===== src/rtl/sprite_dispatcher.sv =====
// sprite_dispatcher: queues sprite draw commands and issues them over the four-phase sprite handshake.
module sprite_dispatcher #(
  parameter int DEPTH   = 4,
  parameter int TIMEOUT = 1048576
) (
  input  logic                     Clk,
  input  logic                     Reset,
  input  logic                     cmd_valid,
  input  logic [1:0]               cmd_num,
  output logic                     cmd_ready,
  input  logic                     flush,
  input  logic                     err_clear,
  output logic                     sprite_incoming,
  output logic [1:0]               sprite_num,
  input  logic                     sprite_received,
  input  logic                     sprite_finished,
  output logic                     acknowledge_finished_sprite,
  output logic                     busy,
  output logic [$clog2(DEPTH):0]   fifo_count,
  output logic [15:0]              done_count,
  output logic                     timeout_err
);
  localparam int AW = $clog2(DEPTH);
  localparam int WW = $clog2(TIMEOUT + 1);
  typedef enum logic [2:0] {IDLE, REQ, DROP, WAIT_FIN, ACK} state_t;
  state_t state, state_d;
  logic [1:0] mem [DEPTH];
  logic [AW-1:0] wr_ptr, rd_ptr;
  logic [AW:0] count;
  logic [1:0] cur_num;
  logic [WW-1:0] wd;
  logic full, empty, push, pop, wd_hit;
  assign full   = count == (AW+1)'(DEPTH);
  assign empty  = count == '0;
  assign push   = cmd_valid & ~full;
  assign pop    = (state == IDLE) & ~empty;
  assign wd_hit = (state == WAIT_FIN) && (wd == WW'(TIMEOUT - 1));
  assign cmd_ready                   = ~full;
  assign fifo_count                  = count;
  assign sprite_num                  = cur_num;
  assign sprite_incoming             = state == REQ;
  assign acknowledge_finished_sprite = state == ACK;
  assign busy                        = (state != IDLE) | ~empty;
  always_comb begin
    state_d = state;
    case (state)
      IDLE:     state_d = empty ? IDLE : REQ;
      REQ:      state_d = sprite_received ? DROP : REQ;
      DROP:     state_d = sprite_received ? DROP : WAIT_FIN;
      WAIT_FIN: state_d = sprite_finished ? ACK : WAIT_FIN;
      ACK:      state_d = sprite_finished ? ACK : IDLE;
      default:  state_d = IDLE;
    endcase
  end
  always_ff @(posedge Clk or posedge Reset)
    if (Reset) state <= IDLE;
    else state <= state_d;
  always_ff @(posedge Clk)
    if (push && !flush) mem[wr_ptr] <= cmd_num;
  always_ff @(posedge Clk or posedge Reset)
    if (Reset) begin
      wr_ptr  <= '0;
      rd_ptr  <= '0;
      count   <= '0;
      cur_num <= '0;
    end else begin
      if (pop) cur_num <= mem[rd_ptr];
      if (flush) begin
        wr_ptr <= '0;
        rd_ptr <= '0;
        count  <= '0;
      end else begin
        if (push) wr_ptr <= wr_ptr + 1'b1;
        if (pop) rd_ptr <= rd_ptr + 1'b1;
        count <= count + (AW+1)'(push) - (AW+1)'(pop);
      end
    end
  // Watchdog only observes; the FSM keeps waiting because the responder may still be drawing.
  always_ff @(posedge Clk or posedge Reset)
    if (Reset) begin
      wd          <= '0;
      timeout_err <= 1'b0;
      done_count  <= '0;
    end else begin
      wd          <= (state != WAIT_FIN) ? '0 : (wd == WW'(TIMEOUT)) ? wd : wd + 1'b1;
      timeout_err <= wd_hit ? 1'b1 : err_clear ? 1'b0 : timeout_err;
      done_count  <= done_count + 16'((state == ACK) & ~sprite_finished);
    end
endmodule


===== config.mk =====
export PLATFORM = sky130hd
export DESIGN_NAME = sprite_dispatcher
export DESIGN_NICKNAME = d
export VERILOG_FILES = /design/src/rtl/sprite_dispatcher.sv
export SDC_FILE = /design/constraint.sdc
export NUM_CORES = 1
export LEC_CHECK = 0
export ABC_AREA = 1
export BUFFER_PORTS_ARGS = -buffer_cell sky130_fd_sc_hd__buf_4
export CORE_ASPECT_RATIO = 0.8
export CORE_MARGIN = 2
export CORE_UTILIZATION = 58
export DETAILED_ROUTE_END_ITERATION = 8
export PLACE_DENSITY = 0.86
export SETUP_SLACK_MARGIN = 0.15
export SLEW_MARGIN = 20
export SYNTH_ARGS = -nofsm -noshare
export SYNTH_HDL_FRONTEND = slang
export SYNTH_SLANG_ARGS = --single-unit

===== constraint.sdc =====
create_clock -name Clk -period 2.3 [get_ports Clk]
set_clock_uncertainty 0.2 [all_clocks]
set_input_delay 0 -clock Clk [delete_from_list [all_inputs] [get_ports Clk]]
set_output_delay 0 -clock Clk [all_outputs]
set_load 0.02 [all_outputs]

==> flow_metrics.tcl <==
set metrics [dict create \
    yosysWarnings 0 \
    synth_commonest_cells "nand2_1, nor2_1, inv_1, dfrtp_1, nand3_1" \
    cap_violations 0 \
    fp.dieW_um 86.0 \
    die_y_um 69.6 \
    post-route-period-util_pct 94.6 \
    period_needed_ns 2.18 \
    routabilityCongestion 0.895 \
    synth_nets 398 \
    io_pins 35 \
    die_area_sq_mm 0.00598 \
    ant_nets 0 \
    leakage_nw 1.91 \
    synth_top_area_share_pct 40.1 \
    cts.path.max_buffers 2 \
    grt_overflow 0 \
    drv_slew 0 \
    nets 458 \
    final-seq-area_sq_mm 0.00150 \
    grtUsageTotal_pct 26.8 \
    cts_tree "built" \
    hold_class "in2async" \
    syn2layout_area_growth_pct 25.0 \
    cts.sinks 58 \
    crit_path_end_kind "flip-flop" \
    path_max_fanout 3 \
    rsz0062_at_grt "true" \
    p_per_area_mw_per_mm2 853 \
    syn_avg_cell_area_sq_um 8.23 \
    antenna_found_initial 0 \
    hold_viol 0 \
    drt-total-wl_mm 7.88 \
    grt_pass1_wl_mm 12.5 \
    clk_latency_ns 0.35 \
    ys.flop_type "dfrtp_1" \
    hold_slack_ns 0.0432 \
    start_util_pct 61.2 \
    maxSlewHeadroom_pct 71.1 \
    status "finished clean" \
    dr.pass1.iters 4 \
    multi_input_area_sq_mm 0.00153 \
    cp_slowest_cell "dfrtp_1" \
    dr.first_iter.drc_count 248 \
    setup_viol 0 \
    syn-instance-count 379 \
    grt_max_degree 51 \
    drc 0 \
    clkTransAtPathRegs_ns 0.07 \
    ys_ff_latch 58 \
    synth.distinct_cells 31 \
    worstPathCellList "inv_2, nor3_4, inv_2, nor2_4, ha_4, ha_4, nand2_4, nor2_4, nand2_2, nor2_2, xor2_1" \
    fmax_ghz 0.459 \
    dp_hpwl_mm 4.86 \
    synth_most_common_cell "nand2_1" \
    required_ns 2.38 \
    num-fill-cells 318 \
    finalSetupTns_ns 0 \
    ir_drop_v 0.000986 \
    synth.area.top_cells "dfrtp_1, nand2_1, nor2_1, edfxtp_1, inv_1" \
    vias 2771 \
    synth_edf_count 8 \
    cts_buffers 9 \
    start_kind "flip-flop" \
    max_stage_delay_ns 0.42 \
    root_buffer "clkbuf_8" \
    place.port_buffers 34 \
    worst_pin_slew_ns 0.432 \
    fp-row-count 23 \
    syn_area_sq_mm 0.00312 \
    synth_top_area_cell "dfrtp_1" \
    critPathKind "reg2reg" \
    diodes 0 \
    core_area_sq_mm 0.00509 \
    total_power_mw 3.33 \
    drive_gt1_share_pct 22.7 \
    avgViaCountPerCell 5.48 \
    ys_seq_area_share_pct 47.8 \
    htreeDepth 3 \
    cp.arrival_ns 2.25 \
    grt_pass1_vias 2658 \
    avgRoutedWirePerCell_um 15.6 \
    synthArstFlopShare_pct 86.2 \
]
## per-layer routing
metal / vias to the layer above / part of all wire (%) / GRT usage (%)
met3: 28 / 5.1 / 8.10
li1: 1334 / - / -
met2: 95 / 49 / 42.0
met5: - / 0 / 0
met1: 1314 / 42 / 34.8
met4: 0 / 3.2 / 10.9
## power by group
part	internal [mW]	switching (mW)	leakage [nW]
clock	0.445	0.412	0.0932
sequential	1.17	0.172	0.725
combinational	0.457	0.670	1.09
## worst paths after layout
kind,start,endpoint,slack [ns],cells past startpoint
min reg2reg,sprite_num[1]$_DFFE_PP0P_,sprite_num[1]$_DFFE_PP0P_,0.28,2
max reg2reg,state[2]$_DFF_PP0_,done_count[10]$_DFF_PP0_,0.12,11
max in group asynchronous,Reset,fifo_count[0]$_DFF_PP0_,1.60,4
min,Reset,done_count[7]$_DFF_PP0_,0.04,4
max,state[2]$_DFF_PP0_,done_count[10]$_DFF_PP0_,0.12,11
min in group Clk,flush,fifo_count[0]$_DFF_PP0_,0.19,3
## worst max-delay path: cells and delay by family, from the launching register on
family | cells | cell delay, ns
flops | 1 | 0.42
fa+ha+maj | 2 | 0.34
xor+xnor | 1 | 0.16
simple gates | 6 | 0.79
buf+inv | 2 | 0.18
## final cells by class
class	count	share of cell area, %
clock inverters	3	0.385
clock buffers	13	4.07
inverters	52	5.00
well taps	62	1.99
repair buffers	53	11.0
multi-input cells	265	39.1
flip-flops and latches	58	38.4
## cell families (layout without fill, tap and decap cells)
kind of cell               count (synthesis)  in the layout  share of synthesized area, %
AOI/OAI and AO/OA                         31             31                          5.38
xor gates and xnor gates                  17             17                          4.77
adders and majority gates                 10             10                          4.25
buffers and inverters                     56            121                          7.34
DFF                                       58             58                          47.8
and+or+nand+nor                          207            207                          30.4
## through the flow
| step | instances | instance area (sq um) | setup slack [ns] | util, % |
|---|---|---|---|---|
| floorplan | 379 | 3150 | 0.167 | - |
| CTS | 502 | 3780 | 0.154 | 74.2 |
| finish | 506 | 3900 | 0.123 | 76.6 |
| global route | 506 | 3900 | 0.0222 | 76.6 |
| global placement | 474 | 3480 | 0.202 | 68.4 |
| detailed placement | 474 | 3480 | 0.0595 | 68.4 |
## cells in the final DEF (no fill, tap or decap), types with 5 or more instances in the layout
master / n
nand2_1: 70
nor2_1: 62
inv_1: 47
dfrtp_1: 46
buf_4: 44
nand3_1: 25
xor2_1: 16
o21ai_0: 14
nand4_1: 11
clkbuf_8: 11
a21oi_1: 10
nor2_4: 8
dlygate4sd3_1: 8
edfxtp_1: 8
nor3_1: 7
ha_1: 7
inv_2: 5
nor2_2: 5
## flip-flops by register name, indices dropped and copies added, names as in the netlist
register / cells
rd_ptr: 2
fifo_count: 3
mem: 8
state: 3
wd: 21
sprite_num: 2
wr_ptr: 2
timeout_err: 1
done_count: 16
## what timing repair did
| item | 4_1_cts | 5_1_grt |
|---|---|---|
| pin swaps | 1 | 10 |
| gates resized for setup | 6 | 23 |
| endpoints found under the setup margin | 2 | 13 |
| hold buffers | 8 | 0 |
| endpoints found under the hold margin | 70 | 0 |
| setup buffers | 4 | 4 |
Power figures use the tool's default switching activity.
